File: config.mk
export PLATFORM = sky130hd
export DESIGN_NAME = logic_gate_unit
export DESIGN_NICKNAME = d
export VERILOG_FILES = /design/src/rtl/logic_gate_pkg.sv /design/src/rtl/logic_gate_op.sv /design/src/rtl/logic_gate_unit.sv
export SDC_FILE = /design/constraint.sdc
export NUM_CORES = 1
export LEC_CHECK = 0
export ABC_CLOCK_PERIOD_IN_PS = 5200
export CAP_MARGIN = 20
export CORE_UTILIZATION = 25
export CTS_BUF_LIST = sky130_fd_sc_hd__clkbuf_8
export DETAILED_ROUTE_END_ITERATION = 16
export DONT_BUFFER_PORTS = 1
export MAX_ROUTING_LAYER = met4
export PLACE_DENSITY = 0.42
export SYNTH_ARGS = -nofsm -noshare
export SYNTH_HDL_FRONTEND = slang
export SYNTH_SLANG_ARGS = --single-unit
File: constraint.sdc
create_clock -name CLK -period 5.2 [get_ports CLK]
set_input_delay 0.78 -clock CLK [delete_from_list [all_inputs] [get_ports CLK]]
set_output_delay 0.78 -clock CLK [all_outputs]
set_load 0.005 [all_outputs]
File: src/rtl/logic_gate_pkg.sv
// rtl/logic_gate_pkg.sv - shared operation codes and FSM state encoding for logic_gate_unit
// Contents:
//   OP_*    : 3-bit operation select codes
//   state_t : burst FSM states (ST_IDLE, ST_ACCUM)
package logic_gate_pkg;

  localparam logic [2:0] OP_AND    = 3'd0;
  localparam logic [2:0] OP_OR     = 3'd1;
  localparam logic [2:0] OP_XOR    = 3'd2;
  localparam logic [2:0] OP_NAND   = 3'd3;
  localparam logic [2:0] OP_NOR    = 3'd4;
  localparam logic [2:0] OP_XNOR   = 3'd5;
  localparam logic [2:0] OP_ANDNOT = 3'd6;
  localparam logic [2:0] OP_PASS   = 3'd7;

  typedef enum logic [0:0] {
    ST_IDLE  = 1'b0,
    ST_ACCUM = 1'b1
  } state_t;

endpackage

File: src/rtl/logic_gate_op.sv
// rtl/logic_gate_op.sv - combinational WIDTH-bit bitwise operation selected by a 3-bit code
// Ports:
//   x, y : operands
//   op   : operation select (OP_* codes)
//   r    : result
module logic_gate_op
  import logic_gate_pkg::*;
#(
  parameter int WIDTH = 8
) (
  input  logic [WIDTH-1:0] x,
  input  logic [WIDTH-1:0] y,
  input  logic [2:0]       op,
  output logic [WIDTH-1:0] r
);

  always_comb begin
    r = x & y;
    case (op)
      OP_AND:    r = x & y;
      OP_OR:     r = x | y;
      OP_XOR:    r = x ^ y;
      OP_NAND:   r = ~(x & y);
      OP_NOR:    r = ~(x | y);
      OP_XNOR:   r = ~(x ^ y);
      OP_ANDNOT: r = x & ~y;
      OP_PASS:   r = x;
      default:   r = x & y;
    endcase
  end

endmodule

File: src/rtl/logic_gate_unit.sv
// rtl/logic_gate_unit.sv - registered bitwise logic unit with valid/ready handshake and burst accumulation
// Ports:
//   CLK, RST              : clock, synchronous active-high reset
//   IN_VALID/IN_READY     : operand beat handshake
//   A, B, OP, ACC, LAST   : operands, operation, accumulate-mode request, last-beat marker
//   OUT_VALID/OUT_READY   : result handshake
//   C, Z, BEAT_CNT        : registered result, zero flag, number of beats folded into C
module logic_gate_unit
  import logic_gate_pkg::*;
#(
  parameter int WIDTH = 8,
  parameter int CNT_W = 4
) (
  input  logic             CLK,
  input  logic             RST,
  input  logic             IN_VALID,
  output logic             IN_READY,
  input  logic [WIDTH-1:0] A,
  input  logic [WIDTH-1:0] B,
  input  logic [2:0]       OP,
  input  logic             ACC,
  input  logic             LAST,
  output logic             OUT_VALID,
  input  logic             OUT_READY,
  output logic [WIDTH-1:0] C,
  output logic             Z,
  output logic [CNT_W-1:0] BEAT_CNT
);

  state_t             state_q, state_d;
  logic [WIDTH-1:0]   acc_q, acc_d;
  logic [2:0]         op_q, op_d;
  logic [CNT_W-1:0]   cnt_q, cnt_d, cnt_inc;

  logic               out_valid_q;
  logic [WIDTH-1:0]   c_q;
  logic               z_q;
  logic [CNT_W-1:0]   beat_cnt_q;

  logic               accept;
  logic               load_out;
  logic [WIDTH-1:0]   out_data;
  logic [CNT_W-1:0]   out_cnt;
  logic [WIDTH-1:0]   r_ab;
  logic [WIDTH-1:0]   r_acc;

  // Fresh operation on the incoming operands.
  logic_gate_op #(.WIDTH(WIDTH)) u_op_ab (
    .x  (A),
    .y  (B),
    .op (OP),
    .r  (r_ab)
  );

  // Fold of the next beat into the running accumulator with the latched op.
  logic_gate_op #(.WIDTH(WIDTH)) u_op_acc (
    .x  (acc_q),
    .y  (A),
    .op (op_q),
    .r  (r_acc)
  );

  // A pending result that is being taken this cycle frees the output register.
  assign IN_READY = ~out_valid_q | OUT_READY;
  assign accept   = IN_VALID & IN_READY;
  assign cnt_inc  = (cnt_q == '1) ? cnt_q : cnt_q + CNT_W'(1);

  always_ff @(posedge CLK) begin
    if (RST) state_q <= ST_IDLE;
    else     state_q <= state_d;
  end

  always_comb begin
    state_d  = state_q;
    acc_d    = acc_q;
    op_d     = op_q;
    cnt_d    = cnt_q;
    load_out = 1'b0;
    out_data = r_ab;
    out_cnt  = CNT_W'(1);
    case (state_q)
      ST_IDLE: begin
        if (accept) begin
          if (ACC && !LAST) begin
            acc_d   = r_ab;
            op_d    = OP;
            cnt_d   = CNT_W'(1);
            state_d = ST_ACCUM;
          end else begin
            // Single-beat bursts behave exactly like plain beats.
            load_out = 1'b1;
            out_data = r_ab;
            out_cnt  = CNT_W'(1);
          end
        end
      end
      ST_ACCUM: begin
        if (accept) begin
          acc_d = r_acc;
          cnt_d = cnt_inc;
          if (LAST) begin
            load_out = 1'b1;
            out_data = r_acc;
            out_cnt  = cnt_inc;
            state_d  = ST_IDLE;
          end
        end
      end
      default: state_d = ST_IDLE;
    endcase
  end

  always_ff @(posedge CLK) begin
    if (RST) begin
      acc_q <= '0;
      op_q  <= '0;
      cnt_q <= '0;
    end else begin
      acc_q <= acc_d;
      op_q  <= op_d;
      cnt_q <= cnt_d;
    end
  end

  // A new result overrides the clear from a completing transfer.
  always_ff @(posedge CLK) begin
    if (RST) begin
      out_valid_q <= 1'b0;
      c_q         <= '0;
      z_q         <= 1'b1;
      beat_cnt_q  <= '0;
    end else if (load_out) begin
      out_valid_q <= 1'b1;
      c_q         <= out_data;
      z_q         <= (out_data == '0);
      beat_cnt_q  <= out_cnt;
    end else if (OUT_READY) begin
      out_valid_q <= 1'b0;
    end
  end

  assign OUT_VALID = out_valid_q;
  assign C         = c_q;
  assign Z         = z_q;
  assign BEAT_CNT  = beat_cnt_q;

endmodule

# Word-level counts from Yosys, hierarchy flattened
# Cells that the tools add are included.
# Widths: inputs -> output; s select.
# classes
n_bitwise	20
n_reduce_logical	8
mux	29
n_addsub	1
n_eq_ne	18
# op_table
operator	count
$pmux 8 s8	2
$not 8->8	8
$mux 8	5
$and 8x8->8	4
$pmux 8 s2	2
$eq 3x3->1 const B	8
$mux 4	6
$or 8x8->8	2
$pmux 4 s2	2
$xor 8x8->8	2
$eq 3x2->1 const B	4
$mux 1	10
$logic_not 8->1	1
$eq 3x1->1 const B	2
$logic_not 3->1	2
$reduce_and 3->1	2
$add 4x1->4 const B	1
$eq 4x4->1 const B	1
$ne 2x2->1 const B	2
$pmux 1 s2	2
$ne 2x1->1 const B	1
$not 1->1	2
$reduce_bool 2->1	1
$and 1x1->1	1
other kinds (3)	3
# totals
input_bits	25
regBits	30
wordCells	84
out_inout_bits	15

# Logic depth before layout (Yosys ltp)
# Gate-level depths: netlist (run 1).
# depth
ltp_word	7
depth_mapped	8
ltp_nobuf	8

# Hierarchy
# From an unflattened synthesis (run 1), not the netlist that was laid out.
# hier_totals
cells_unflattened	402
hier_area_um2	3358.2
# by_module_without_submodules
mod	cells_each	area_each_um2	seq_area_each_um2	n_inst
logic_gate_unit	154	1393.8	600.6	1
logic_gate_op at u_op_acc	134	997.2	0.0	1
logic_gate_op at u_op_ab	114	967.2	0.0	1

# Least setup slack after synthesis (run 1)
# Ideal clock, no wire load.
# synth_timing
path_type	input to register
startpoint	input port A[5]
endpoint	register z_q, in the netlist Z
slack_ns	2.852
arrival_time_ns	2.269
stages	8
setup_ns	0.079
required_ns	5.121
n_path_buf	0
path_cell_list	inv_1 > ha_1 > mux2i_1 > nor2_1 > o32ai_1 > nand3_1 > o41a_1 > a211oi_2
# synth_between
elab_chain_len	7
word_cells_on_any_way	21
cone_classes	5 x mux; 15 x bitwise; 1 x reduce/logical
# synth_rtl
element	line	rtl
start, declared	logic_gate_unit.sv:18	input logic [WIDTH-1:0] A,
$xor 8x8->8, or another cell as far along	logic_gate_op.sv:22, logic_gate_op.sv:25	
$not 8->8, or another cell as far along	logic_gate_op.sv:25	OP_XNOR: r = ~(x ^ y);
$pmux 8 s8	logic_gate_op.sv:19	case (op)
$mux 8	logic_gate_unit.sv:101	if (LAST) begin
$mux 8	logic_gate_unit.sv:98	if (accept) begin
$pmux 8 s2 (*)	logic_gate_unit.sv:81	case (state_q)
$logic_not 8->1 (*)	logic_gate_unit.sv:135	z_q <= (out_data == '0);
end signal, assigned	logic_gate_unit.sv:135	
end, declared	logic_gate_unit.sv:37	logic z_q;
# Every way passes the cells marked *; elsewhere a longest branch is shown, timed or not.
# A chain may end at the register's enable or synchronous reset.

# Final worst setup path (run 1)
# Same ends and word-level chain as after synthesis.

==> metrics.txt, run 1 <==
die height=around 120 um; Seq/Total Area, Yosys=0.1815; final-report max-slew violation count=0; cts-stage hold buffer count=0; Static Leakage=0.001433 uW; CP Capture Type=flip-flop; Synth Flop Type=dfxtp_1; DP HPWL=7053 um; Setup Fix Bufs, Post-CTS=0; TritonCTS Buffers=5; Overall Global Routing Usage=0.1474; Unique masters post-synth=60; total number of vias=2878; CP max FO=5; Resize count post-CTS=0; Setup CP Type=primary input to flip-flop; post-synthesis cell count=approximately 420; H-tree depth=2; Diodes inserted=0; met1 Use GR=0.1769; Layout area overhead=6.505%; Worst Skew=9.054 ps; Critical Path RT=5410 ps; met3 Track Usage GR=0.02214; DIE WIDTH=117.0 um; grt ovf=0; Critical Path Source Type=primary input; initial antenna violation count=0; synthesized area=3308 sq um; # IOs=40; slew margin rel.=0.3390; most frequent cells in the layout=nor2_1, ha_1, inv_1, dfxtp_1, nand2b_1; post-synthesis register bit count=30; # setup viols final=0; setup total negative slack=0 ps; final core occ=0.2758; PnR Total Power=approximately 640 uW; largest net degree at the start of global routing=35; Crit path arrival time=around 2800 ps; die area=roughly 14000 sq um; unrepaired setup endpoints after global routing=false; clock-pin slew on the worst setup and hold paths=about 70 ps; Starting Density=0.2590; number of global-route vias before repair=about 2800; CTS tree=built; Root Buffer=clkbuf_8; fin nets=between 400 and 500; Core Footprint=~13000 sq um; Async SR Flop Fraction=0; row count=41; final antenna-violating net count=0; Pwr per Cell Area=approximately 180 nW/um^2; final count of hold timing violations=0; YS warnings=0; worst-margin pin slew=987.9 ps; Residual DRC=0; DR pass1 iterations=4; final wirelength=~9400 um; commonest non-fill, non-tap cell in the layout=nor2_1; maximum clock path buffer count=2; Max-Cap Viols=0; port buffer count=0; share of layout cells above drive strength 1=0.06618; Worst VDD drop=85.18 uV; Starting DRT DRC Count=about 170; Post-synth EDFFs=0; # clock sinks=30; GRT Max-Usage Layer=met2; syn avg cell area=about 8 sq um; clock latency on the worst-skew pair=290 ps; status=completed; GR Util met2=0.2580; Hold Path Class=flip-flop to flip-flop; synthesized net count=slightly below 500; Routability Congestion=~0.76; first-pass GRT wire length=approximately 15000 um; period utilisation layout=0.4948; Period minus WS final=2573 ps; f_max=388.7 MHz; vias per cell=between 4 and 5; routed len/inst=16.29 um
sequential cells by signal (all words and copies together) (netlist names):
signal     flops
BEAT_CNT       4
C              8
OUT_VALID      1
Z              1
acc_q          8
cnt_q          4
op_q           3
state_q        1
path summary, 6_finish.rpt:
check                            startpoint           to  slack [ps]  depth (start not counted)
worst max register to register      state_q     acc_q[2]        2930                          5
worst max-delay path                   A[5]            Z        2630                          8
worst min-delay path            BEAT_CNT[0]  BEAT_CNT[0]         520                          2
worst min register to register  BEAT_CNT[0]  BEAT_CNT[0]         520                          2
cells in the mapped netlist (all sizes together) (2+ instances only):
library cell / n / share of area
ha: 49 / 0.19
o32ai: 7 / 0.019
nand2b: 24 / 0.045
o21a: 3 / 0.0068
nand3b: 3 / 0.0068
or3: 3 / 0.0057
o22a: 2 / 0.0053
nor4: 3 / 0.0057
mux2i: 17 / 0.051
o211ai: 2 / 0.0045
a221oi: 7 / 0.019
a2bb2oi: 2 / 0.0053
o22ai: 2 / 0.0038
a31oi: 12 / 0.023
nand3: 10 / 0.015
mux4: 2 / 0.014
a22oi: 4 / 0.0091
o221ai: 2 / 0.0053
o311ai: 2 / 0.0053
nor2: 54 / 0.061
mux2: 8 / 0.027
a32oi: 3 / 0.0079
a211oi: 22 / 0.051
nand2: 14 / 0.016
dfxtp: 30 / 0.18
nor2b: 5 / 0.0095
and2b: 6 / 0.014
o21ai: 7 / 0.011
nor3b: 2 / 0.0045
nor3: 12 / 0.018
a21oi: 19 / 0.029
clkbuf: 14 / 0.016
buf: 13 / 0.025
inv: 36 / 0.041
and2: 4 / 0.0076
report_power, final:
part	switching [uW]	internal, uW
Combinational	108	85.9
Clock	95.4	89.8
Sequential	17.1	244
Total	220	420
worst max-delay path, cell delays in order:
cell      delay, ps
inv_1            70
ha_1            320
mux2i_1         130
nor2_1           60
o32ai_1         640
nand3_1         210
o41a_1          380
a211oi_2        210
metal layers:
layer  wire length, um  part of all wire  vias up
li1                  -                 -     1488
met1              4296              0.45     1341
met2              4715              0.50       40
met3               277             0.029        9
met4               160             0.017        0
met5                 0                 0        -
final cells by class:
type	count	area (sq um)
Sequential cell	30	600.6
Inverter	37	138.9
Clock inverter	2	10.01
Multi-Input combinational cell	329	2432
Clock buffer	5	68.82
Timing Repair Buffer	5	57.56
Fill cell	1358	9250
Tap cell	172	215.2
cells by family after synthesis:
family / share of synthesized area
AO/OA/AOI/OAI: 0.2375
XOR/XNOR: 0.002648
adder cells (fa/ha/maj): 0.1853
buffers and inverters: 0.08320
flip-flops: 0.1815
multiplexers: 0.09228
AND/OR/NAND/NOR: 0.2175
per-stage QoR:
stage          setup WS, ps  hold slack (ps)  std cells  area (sq um)
4_1_cts                2626            521.6        579          3496
3_3_place_gp           2404            507.8        572          3417
6_report               2627            515.2        580          3523
3_5_place_dp           2392            511.9        572          3417
2_1_floorplan          2852            482.5        423          3308
5_1_grt                2570            530.6        580          3523
Power figures use the tool's default switching activity.
==> run 2: changes to the inputs <==
--- a/config.mk
+++ b/config.mk
@@ -5,14 +5,14 @@
 export SDC_FILE = /design/constraint.sdc
 export NUM_CORES = 1
 export LEC_CHECK = 0
-export ABC_CLOCK_PERIOD_IN_PS = 5200
+export ABC_CLOCK_PERIOD_IN_PS = 2300
 export CAP_MARGIN = 20
 export CORE_UTILIZATION = 25
 export CTS_BUF_LIST = sky130_fd_sc_hd__clkbuf_8
 export DETAILED_ROUTE_END_ITERATION = 16
 export DONT_BUFFER_PORTS = 1
 export MAX_ROUTING_LAYER = met4
-export PLACE_DENSITY = 0.42
+export PLACE_DENSITY = 0.44
 export SYNTH_ARGS = -nofsm -noshare
 export SYNTH_HDL_FRONTEND = slang
 export SYNTH_SLANG_ARGS = --single-unit
==> constraint.sdc (replaced) <==
create_clock -name CLK -period 2.3 [get_ports CLK]
set_input_delay 0.345 -clock CLK [delete_from_list [all_inputs] [get_ports CLK]]
set_output_delay 0.345 -clock CLK [all_outputs]
set_load 0.005 [all_outputs]
==> metrics.txt, run 2 (synthesized netlist as in run 1, its figures left out) <==
largest net degree at the start of global routing=35 (unchanged); # setup viols final=0 (unchanged); final wirelength=9658 um (was 9449 um); final count of hold timing violations=0 (unchanged); Sw Pwr=501.2 uW (was 220.3 uW); Setup CP Type=flip-flop to flip-flop (was primary input to flip-flop); Crit path arrival time=2270 ps (was 2790 ps); GR Util met2=0.2690 (was 0.2580); status=completed (unchanged); port buffer count=0 (unchanged); TritonCTS Buffers=5 (unchanged); fin nets=500 (was 482); final-report max-slew violation count=0 (unchanged); grt ovf=0 (unchanged); min-delay src=RST (was BEAT_CNT[0]); Pwr per Cell Area=439.9 nW/um^2 (was 181.8 nW/um^2); worst hold endpoint=acc_q[3] (was BEAT_CNT[0]); Routability Congestion=0.8258 (was 0.7647); Logic pwr share=0.288 (was 0.302); Max-Cap Viols=0 (unchanged); # clock sinks=30 (unchanged); routed len/inst=16.15 um (was 16.29 um); vias per cell=5.129 (was 4.962); # IOs=40 (unchanged); CP Capture Type=flip-flop (unchanged); DR pass1 iterations=4 (unchanged); clock-pin slew on the worst setup and hold paths=80 ps (was 70 ps); Starting DRT DRC Count=173 (was 168); H-tree depth=2 (unchanged); CTS tree=built (unchanged); Clock power frac=0.347 (was 0.289); Critical Path RT=2440 ps (was 5410 ps); worst reg2reg path depth=7 (was 5); most frequent cells in the layout=nor2_1, ha_1, inv_1, dfxtp_1, nand2b_1 (unchanged); met1 Use GR=0.1813 (was 0.1769); Root Buffer=clkbuf_8 (unchanged); die height=117.0 um (unchanged); Layout area overhead=11.01% (was 6.505%); met3 Track Usage GR=0.02060 (was 0.02214); Overall Global Routing Usage=0.1521 (was 0.1474); DP HPWL=7547 um (was 7053 um); worst reg2reg endpoint=Z (was acc_q[2]); FILL cells=1369 (was 1358); share of layout cells above drive strength 1=0.1056 (was 0.06618); initial antenna violation count=0 (unchanged); WHS Path Cells=1 (was 2); f_max=approximately 470 MHz; Inst Count DP=591 (was 572); number of global-route vias before repair=2961 (was 2813); total number of vias=3067 (was 2878); final antenna-violating net count=0 (unchanged); Static Leakage=0.001529 uW (was 0.001433 uW); share of power burned in registers=0.365 (was 0.408); GRT Max-Usage Layer=met2 (unchanged); Worst Skew=8.438 ps (was 9.054 ps); Reg-to-Reg Start=op_q[2] (was state_q); unrepaired setup endpoints after global routing=false (unchanged); Starting Density=0.2590 (unchanged); Diodes inserted=0 (unchanged); commonest non-fill, non-tap cell in the layout=nor2_1 (unchanged); CP max FO=14 (was 5); die area=13700 sq um (unchanged); worst-margin pin slew=743.1 ps (was 987.9 ps); setup total negative slack=0 ps (unchanged); maximum clock path buffer count=2 (unchanged); first-pass GRT wire length=15520 um (was 15010 um); final non-filler cell total=598 (was 580); clock latency on the worst-skew pair=280 ps (was 290 ps); slew margin rel.=0.5024 (was 0.3390); Critical Path Source Type=flip-flop (was primary input); Hold Path Class=primary input to flip-flop (was flip-flop to flip-flop); cts-stage hold buffer count=0 (unchanged); internal power=1114 uW (was 420.1 uW); period utilisation layout=0.9230; Worst VDD drop=279.8 uV (was 85.18 uV); Core Footprint=12770 sq um (unchanged); Residual DRC=0 (unchanged); reg2reg setup slack=180 ps (was 2930 ps); row count=41 (unchanged); Sw Share=0.3103 (was 0.3440); DIE WIDTH=117.0 um (unchanged); Period minus WS final=approximately 2100 ps
==> run 2: how the worst max path moves through the flow <==
| stage | cells after the start | from | to |
|---|---|---|---|
| finish | 7 | op_q[2] | Z |
| global route | 7 | op_q[2] | Z |
| CTS | 7 | op_q[2] | Z |
| detailed placement | 8 | A[4] | Z |
| global placement | 8 | A[4] | Z |
| floorplan | 8 | A[5] | Z |
==> run 2: metrics by stage <==
stage | hold WS [ps] | util | setup WS [ps] | instance area, sq um | total power [uW]
after floorplan | 482.5 | - | 386.8 | 3308 | 954.4
after global placement | 420.5 | 0.2787 | 150.0 | 3560 | 1062
after detailed placement | 422.6 | 0.2787 | 156.7 | 3560 | 1068
after CTS | 117.2 | 0.2875 | 212.9 | 3672 | 1639
after global routing | 113.6 | 0.2875 | 34.62 | 3672 | 1719
final | 126.8 | 0.2875 | 177.1 | 3672 | 1615
==> run 2: routing by layer <==
metal,vias to the layer above,share of wire
li1,1534,-
met1,1459,0.44
met2,64,0.51
met3,10,0.040
met4,0,0.014
met5,-,0
==> run 2: power by group through the flow <==
stage / Clock (uW) / Sequential (uW) / Combinational, uW
after global placement: 0 / 602 / 459
after CTS: 580 / 591 / 467
after detailed placement: 0 / 603 / 465
after global routing: 600 / 596 / 523
after floorplan: 0 / 587 / 367
final: 561 / 590 / 465
==> run 2: timing repair <==
item                       CTS  global route
gates resized for setup      0             1
buffers inserted             0             0
setup endpoints to repair    0             1
==> run 2: area by class of cell <==
type,instances,area (sq um),area share
Multi-Input combinational cell,329,2432,0.6624
Sequential cell,30,600.6,0.1635
Tap cell,172,215.2,0.05860
Timing Repair Buffer,23,172.7,0.04702
Inverter,37,138.9,0.03782
Clock buffer,6,82.58,0.02249
Clock inverter,1,30.03,0.008177
==> run 2: worst max-delay path: stages (launching register included) <==
cell      delay (ps)
dfxtp_1          480
buf_4            260
nand2b_1         140
o221a_1          220
o221ai_1         220
a221oi_1         130
a211oi_1         460
a211oi_2          80
